## src/rtl/bram_burst_controller.sv

```systemverilog
// Burst controller for a native single-port BRAM: one run pulse moves num_words
// words in or out, with write data via valid/ready and read data as a beat stream.
module bram_burst_controller #(
  parameter int ADDR_WIDTH  = 12,
  parameter int DATA_WIDTH  = 32,
  parameter int LEN_WIDTH   = 8,
  parameter int RD_LATENCY  = 2,
  parameter int ADDR_STRIDE = 4
) (
  input  logic                    system_clk,
  input  logic                    reset,
  input  logic                    run,
  input  logic                    mode,
  input  logic [ADDR_WIDTH-1:0]   start_addr,
  input  logic [LEN_WIDTH-1:0]    num_words,
  output logic                    idle,
  output logic                    done,
  input  logic [DATA_WIDTH-1:0]   wr_data,
  input  logic                    wr_valid,
  output logic                    wr_ready,
  output logic [DATA_WIDTH-1:0]   rd_data,
  output logic                    rd_valid,
  output logic [ADDR_WIDTH-1:0]   bram_addr,
  output logic                    bram_en,
  output logic [DATA_WIDTH/8-1:0] bram_we,
  output logic [DATA_WIDTH-1:0]   bram_din,
  input  logic [DATA_WIDTH-1:0]   bram_dout
);

  typedef enum logic [2:0] {
    S_IDLE,
    S_WRITE,
    S_READ,
    S_DRAIN,
    S_DONE
  } state_t;

  state_t state;
  state_t state_next;

  logic                  mode_q;
  logic [ADDR_WIDTH-1:0] cur_addr;
  logic [LEN_WIDTH-1:0]  len_q;
  logic [LEN_WIDTH-1:0]  word_cnt;
  logic [RD_LATENCY-1:0] rd_pipe;
  logic                  last_word;
  logic                  wr_accept;
  logic                  read_issue;

  assign last_word  = (word_cnt == len_q - LEN_WIDTH'(1));
  assign wr_accept  = wr_valid && wr_ready;
  assign read_issue = bram_en && !mode_q;

  always_ff @(posedge system_clk) begin
    if (!reset) begin
      state <= S_IDLE;
    end else begin
      state <= state_next;
    end
  end

  always_comb begin
    state_next = state;
    case (state)
      S_IDLE: begin
        if (run) begin
          if (num_words == '0) begin
            state_next = S_DONE;
          end else if (mode) begin
            state_next = S_WRITE;
          end else begin
            state_next = S_READ;
          end
        end
      end
      S_WRITE: begin
        if (wr_accept && last_word) begin
          state_next = S_DONE;
        end
      end
      S_READ: begin
        if (last_word) begin
          state_next = S_DRAIN;
        end
      end
      // The last issue is still on the port in the first DRAIN cycle, so both
      // the port and the return pipe must be empty before finishing.
      S_DRAIN: begin
        if (!bram_en && (rd_pipe == '0)) begin
          state_next = S_DONE;
        end
      end
      S_DONE: begin
        state_next = S_IDLE;
      end
      default: begin
        state_next = S_IDLE;
      end
    endcase
  end

  always_comb begin
    idle     = 1'b0;
    done     = 1'b0;
    wr_ready = 1'b0;
    case (state)
      S_IDLE:  idle     = 1'b1;
      S_WRITE: wr_ready = 1'b1;
      S_DONE:  done     = 1'b1;
      default: ;
    endcase
  end

  always_ff @(posedge system_clk) begin
    if (!reset) begin
      mode_q   <= 1'b0;
      cur_addr <= '0;
      len_q    <= '0;
      word_cnt <= '0;
    end else begin
      case (state)
        S_IDLE: begin
          if (run) begin
            mode_q   <= mode;
            cur_addr <= start_addr;
            len_q    <= num_words;
            word_cnt <= '0;
          end
        end
        S_WRITE: begin
          if (wr_accept) begin
            cur_addr <= cur_addr + ADDR_WIDTH'(ADDR_STRIDE);
            word_cnt <= word_cnt + LEN_WIDTH'(1);
          end
        end
        S_READ: begin
          cur_addr <= cur_addr + ADDR_WIDTH'(ADDR_STRIDE);
          word_cnt <= word_cnt + LEN_WIDTH'(1);
        end
        default: ;
      endcase
    end
  end

  always_ff @(posedge system_clk) begin
    if (!reset) begin
      bram_en   <= 1'b0;
      bram_we   <= '0;
      bram_addr <= '0;
      bram_din  <= '0;
    end else begin
      bram_en <= 1'b0;
      bram_we <= '0;
      if (wr_accept) begin
        bram_en   <= 1'b1;
        bram_we   <= '1;
        bram_addr <= cur_addr;
        bram_din  <= wr_data;
      end else if (state == S_READ) begin
        bram_en   <= 1'b1;
        bram_addr <= cur_addr;
      end
    end
  end

  // One bit per cycle of BRAM latency; rd_valid is the final stage.
  always_ff @(posedge system_clk) begin
    if (!reset) begin
      rd_pipe  <= '0;
      rd_valid <= 1'b0;
      rd_data  <= '0;
    end else begin
      rd_pipe  <= (rd_pipe << 1) | RD_LATENCY'(read_issue);
      rd_valid <= rd_pipe[RD_LATENCY-1];
      if (rd_pipe[RD_LATENCY-1]) begin
        rd_data <= bram_dout;
      end
    end
  end

endmodule

```

## config.mk

```make
export PLATFORM = sky130hd
export DESIGN_NAME = bram_burst_controller
export DESIGN_NICKNAME = d
export VERILOG_FILES = /design/src/rtl/bram_burst_controller.sv
export SDC_FILE = /design/constraint.sdc
export NUM_CORES = 1
export LEC_CHECK = 0
export ABC_AREA = 1
export BUFFER_PORTS_ARGS = -buffer_cell sky130_fd_sc_hd__buf_4
export CAP_MARGIN = 20
export CELL_PAD_IN_SITES_DETAIL_PLACEMENT = 2
export CELL_PAD_IN_SITES_GLOBAL_PLACEMENT = 2
export CORE_AREA = 2 2 143 145
export DETAILED_ROUTE_END_ITERATION = 16
export DIE_AREA = 0 0 145 147
export PLACE_DENSITY = 0.88
export SYNTH_ARGS = -nofsm -noshare
export SYNTH_HDL_FRONTEND = slang
export SYNTH_SLANG_ARGS = --single-unit
```

## constraint.sdc

```tcl
create_clock -name system_clk -period 1.4 [get_ports system_clk]
set_input_delay 0 -clock system_clk [delete_from_list [all_inputs] [get_ports system_clk]]
set_output_delay 0 -clock system_clk [all_outputs]
set_load 0.05 [all_outputs]
```

Word-level counts from Yosys, hierarchy flattened
Cells that the tools add are included.
Widths: inputs -> output; s select.
{"block": "totals", "ram_bits": 0, "mem_bits_ro": 0, "in_bits": 89, "elab_cells": 61, "output_inout_bits": 85, "memories": 0, "ff_bits": 116, "latch_bits": 0}
{"block": "op_classes", "n_div": 0, "order_cmp": 0, "shifts": 0, "n_reduce_logical": 14, "bitwise": 1, "n_mul": 0, "n_eq_ne": 10, "n_addsub": 3, "n_mux": 21}
{"cell": "$mux 12", "count": 4}
{"cell": "$pmux 12 s3", "count": 1}
{"cell": "$pmux 8 s3", "count": 1}
{"cell": "$mux 8", "count": 2}
{"cell": "$mux 3", "count": 5}
{"cell": "$add 12x3->12 const B", "count": 1}
{"cell": "$pmux 3 s4", "count": 1}
{"cell": "$ne 2x2->1 const B", "count": 5}
{"cell": "$add 8x1->8 const B", "count": 1}
{"cell": "$eq 8x8->1", "count": 1}
{"cell": "$logic_not 8->1", "count": 1}
{"cell": "$sub 8x1->8 const B", "count": 1}
{"cell": "$eq 3x2->1 const B", "count": 2}
{"cell": "$mux 1", "count": 5}
{"cell": "$logic_and 1x1->1", "count": 4}
{"cell": "$mux 4", "count": 1}
{"cell": "$reduce_and 4->1", "count": 1}
{"cell": "$eq 3x1->1 const B", "count": 1}
{"cell": "$eq 3x3->1 const B", "count": 1}
{"cell": "$logic_not 3->1", "count": 1}
{"cell": "$reduce_and 3->1", "count": 1}
{"cell": "$reduce_bool 3->1", "count": 1}
{"cell": "$logic_not 1->1", "count": 2}
{"cell": "$logic_not 2->1", "count": 1}
{"cell": "4 further kinds", "count": 4}

Longest topological paths before layout
{"block": "logic_depth", "word_depth": 6, "mapped_depth": 15, "depth_no_buf": 15}

Worst setup path after synthesis
Ideal clock, no wire load.
{"block": "synth_timing", "path_kind": "flip-flop to flip-flop", "from": "register len_q[0]", "to": "register state[0]", "arrival_time_ns": 1.436, "path_stages_with_launch": 15, "setup_time_ns": 0.115, "setup_slack_ns": -0.152, "synth_period_minus_slack_ns": 1.552, "path_buffers": 0, "required_ns": 1.285, "cell_sequence": "dfxtp_1 -> inv_1 -> ha_1 -> inv_1 -> nand2_1 -> nand2_1 -> nand2_1 -> nand2_1 -> nand2_1 -> nor2_1 -> nand3_1 -> nand2_1 -> nand3_1 -> o21ai_0 -> inv_1"}
{"block": "synth_via", "elab_chain_cells": 5, "elab_cells_between_ends": 6, "classes_between": "1 x add/sub; 3 x eq/ne; 2 x reduce/logical"}
{"item": "start, declared", "line": "43", "text": "logic [LEN_WIDTH-1:0] len_q;"}
{"item": "start signal, assigned", "line": "126", "text": "len_q <= num_words;"}
{"item": "$sub 8x1->8 (*)", "line": "50", "text": "assign last_word = (word_cnt == len_q - LEN_WIDTH'(1));"}
{"item": "$eq 8x8->1 (*)", "line": "50"}
{"item": "$logic_and 1x1->1", "line": "77", "text": "if (wr_accept && last_word) begin"}
{"item": "$ne 2x2->1 (no line)"}
{"item": "$reduce_and 4->1 (no line) (*)"}
{"item": "end signal, assigned", "line": "58", "text": "state <= state_next;"}
{"item": "end, declared", "line": "38", "text": "state_t state;"}
Every way passes the cells marked *; elsewhere a longest branch is shown, timed or not.
A chain may end at the register's enable or synchronous reset.

Worst setup path after layout
{"block": "layout_timing", "from": "register word_cnt[7]", "to": "register state[0]"}
{"block": "layout_via", "elab_chain_cells": 4, "elab_cells_between_ends": 5, "classes_between": "3 x eq/ne; 2 x reduce/logical"}
{"item": "start, declared", "line": "44", "text": "logic [LEN_WIDTH-1:0] word_cnt;"}
{"item": "start signal, assigned", "line": "133", "text": "word_cnt <= word_cnt + LEN_WIDTH'(1);"}
{"item": "start signal, assigned", "line": "138", "text": "word_cnt <= word_cnt + LEN_WIDTH'(1);"}
{"item": "$eq 8x8->1 (*)", "line": "50"}
{"item": "$logic_and 1x1->1", "line": "77"}
{"item": "$ne 2x2->1 (no line)"}
{"item": "$reduce_and 4->1 (no line) (*)"}
Marks and branches as above.

==> results by group <==
Run status
  – Status: finished, violations left
  – Failing checks: negative setup slack

Route
  – Initial drt markers: 205
  – Via density per instance: 4.79
  – Routed Antenna Nets: 0
  – DRT Wirelength: 29,900 um
  – Met3 WL: 1420 um
  – WL/cell: 23.9 um
  – Top sig layer: met4
  – Met2 wire length: 16,700 um
  – DRT Pass-1 Iters: 4
  – Total number of vias: 5,992
  – Routed length on met1: 10,600 um
  – # DRC: 0

Placed design
  – Placed instance area: 6690 um2
  – Port bufs: 173
  – Hpwl dp: 13,400 um
  – GPL Wtd Cong: 0.760

STA
  – Setup Skew: 0.0133 ns
  – Tmin final: 1.87 ns
  – Max Fclk: 534 MHz
  – Final setup vio count: 77
  – Total negative slack: -13.31 ns
  – Final Cycle Share: 134%
  – Worst-margin pin slew: 0.444 ns
  – Count of final hold-check violations: 0
  – Max-slew violations: 0
  – Max_slew headroom: 70.3%
  – RSZ-0062 raised after global routing: true
  – Setup ws final: -0.471 ns

Finish
  – Finished layout cell area: 9420 um2
  – Synth-to-Final Area Change: 101%
  – Commonest non-fill, non-tap cells in the layout: 227 x buf_4, 152 x nor2_1, 99 x dfxtp_1
  – Post-layout util: 47.5%
  – Number of fill cells: 2,105
  – Fin nets: 1,060
  – Commonest non-fill, non-tap cell in the layout: buf_4
  – Ratio of cells with drive above 1 in the final layout: 48.5%

Synthesis
  – Synth Net Count: 724
  – Synth cell types: 35
  – Cell area after synthesis: 4680 um2
  – Mean area per synthesized cell: 7.40 um2
  – #FFs+latches synth: 113
  – Sequential area share after synthesis: 48.4%
  – Warnings, synthesis: 0
  – Syn Inst Count: 632

Pwr
  – Max VDD drop: 1000 uV
  – Design Power: 20.0 mW
  – Sw frac: 45.9%
  – Clock network fraction of design power: 21.8%
  – Pwr/cell area: 2120 nW/um2
  – LEAKAGE: 4.23 nW
  – Comb power frac: 54.6%
  – Seq pwr share: 23.6%
  – Internal: 10.8 mW
  – NetSw: 9.18 mW

GRT
  – Total gr overflow: 0
  – Largest net degree at the start of global routing: 46
  – First-pass GRT wire length: 39,800 um
  – Total Routing Usage GR: 24.3%
  – Initial antenna violation count: 1
  – Vias in the first global route: 6,815

Setup path
  – CP max stage cell: dfxtp_1
  – Worst-path cell chain: nand2_1, nand2_1, inv_1, o21ai_2, nand2_1, nor2_2, nand3_2, nand2_1, nand2_1, nor2_2, o21ai_2, inv_1
  – CP Max Fanout: 3
  – CP max stage delay: 0.47 ns
  – Cell type group with the largest total delay on the critical path: simple AND/OR/NAND/NOR gates
  – Worst Path Required: 1.76 ns
  – Worst setup path category: flop to flop
  – Most frequent CP cell: nand2_1
  – Arr. time, crit path: 2.23 ns
  – Startpoint types: flop
  – Crit end category: flop
  – Buf/Inv on CP: 2

Die
  – # rows: 52
  – Die area: 21,300 um2
  – Initial core utilization: 23.6%
  – Die Span Y: 147 um
  – Die X: 145 um
  – I/O Pins: 174
  – Core Box Area: 19,800 um2

Clocking
  – CTS tree: yes
  – Clock transition at path regs: 0.07 ns
  – Worst-case clock buffer depth: 2
  – H-tree depth: 4
  – Clock Latency Late Sink: 0.43 ns
  – Clk sinks: 113
  – Root Buffer: clkbuf_16
  – CTS Buf Count: 17

Run
  – Maxcap violations: 0

Worst hold path
  – HP Class: input pin to flop
[per-stage QoR]
stage,setup slack (ns),instances,hold WS (ns)
3_3_place_gp,-0.175,1095,0.220
2_1_floorplan,-0.139,632,0.135
3_5_place_dp,-0.278,1095,0.229
6_report,-0.471,1252,0.00620
5_1_grt,-0.526,1252,0.0278
4_1_cts,-0.221,1232,0.0131
[per-layer routing]
layer  global-route usage, %  vias up
met5                       0        -
met4                    10.9        0
met3                    6.80       69
met2                    46.4      208
met1                    24.6     3003
li1                        -     2712
[tightest hold or removal path, delay by kind of cell]
kind / cells / cell delay, ns
simple gates: 1 / 0.11
buf+inv: 2 / 0.26
[worst paths after layout]
check / cells past startpoint / endpoint / startpoint / slack (ns)
worst max register to register: 12 / state[0] / word_cnt[7] / -0.47
worst min register to register: 2 / rd_pipe[1] / rd_pipe[0] / 0.43
worst min-delay path: 3 / rd_pipe[1] / reset / 0.006
worst max-delay path: 12 / state[0] / word_cnt[7] / -0.47
[power by group through the flow]
stage	logic (mW)	registers, mW	clock network [mW]
6_report	10.9	4.73	4.36
2_1_floorplan	2.74	5.83	0
4_1_cts	8.78	4.52	4.36
5_1_grt	11.4	4.79	4.57
3_3_place_gp	6.46	4.41	0
3_5_place_dp	6.76	4.45	0
[registers in the layout, indices dropped and copies added, names as in the netlist]
register	flops
bram_addr	12
bram_din	32
bram_en	1
bram_we	1
cur_addr	12
len_q	8
mode_q	1
rd_data	32
rd_pipe	2
rd_valid	1
state	3
word_cnt	8
[cells in the mapped netlist]
cell type | count | share of area (%)
o21ai_0 | 100 | 11
a211oi_1 | 2 | 0.32
nand4_4 | 1 | 0.45
dfxtp_1 | 113 | 48
clkbuf_1 | 18 | 1.4
nand2_4 | 2 | 0.48
nor3b_2 | 1 | 0.27
xnor2_1 | 4 | 0.75
nor2_2 | 3 | 0.40
o221ai_1 | 1 | 0.19
nor3_1 | 6 | 0.64
ha_1 | 3 | 0.80
nor2_1 | 181 | 15
nand3_1 | 13 | 1.4
inv_1 | 42 | 3.4
nor2_4 | 5 | 1.2
inv_2 | 8 | 0.64
nor3_2 | 1 | 0.21
a22oi_1 | 6 | 0.96
a21oi_2 | 1 | 0.19
xor2_1 | 8 | 1.5
nand2_1 | 65 | 5.2
a21oi_1 | 20 | 2.1
o31ai_1 | 1 | 0.16
buf_4 | 4 | 0.64
o21ai_2 | 1 | 0.19
buf_1 | 1 | 0.080
o21ai_1 | 3 | 0.32
buf_6 | 2 | 0.48
nand3b_1 | 1 | 0.16
nand4_1 | 3 | 0.40
a31oi_1 | 1 | 0.13
buf_2 | 8 | 0.86
nand2_2 | 2 | 0.27
inv_4 | 1 | 0.13
[cell families after synthesis]
group,after synthesis,synth area share (%)
AND/OR/NAND/NOR,284,25.6
flip-flops,113,48.4
adder cells (fa/ha/maj),3,0.803
AO/OA/AOI/OAI,136,15.3
buffers and inverters,84,7.65
XOR/XNOR,12,2.25
[what timing repair did]
action,CTS,global route
setup endpoints to repair,71,76
gates cloned,4,4
pin swaps,25,56
resized for setup,122,162
endpoints found under the hold margin,85,0
hold buffers,84,0
buffers inserted,18,20
[area by class of cell]
| class | count | area [um2] | share of cell area (%) |
|---|---|---|---|
| clock inverter | 14 | 131 | 1.39 |
| antenna | 1 | 2.50 | 0.0266 |
| sequential | 113 | 2300 | 24.4 |
| timing repair inverter | 1 | 7.51 | 0.0797 |
| timing repair buffer | 349 | 3170 | 33.6 |
| tap | 270 | 338 | 3.59 |
| multi-input combinational | 435 | 2800 | 29.7 |
| inverter | 51 | 236 | 2.51 |
| clock buffer | 18 | 439 | 4.66 |
Note: power is estimated with default switching activity, not from simulation.
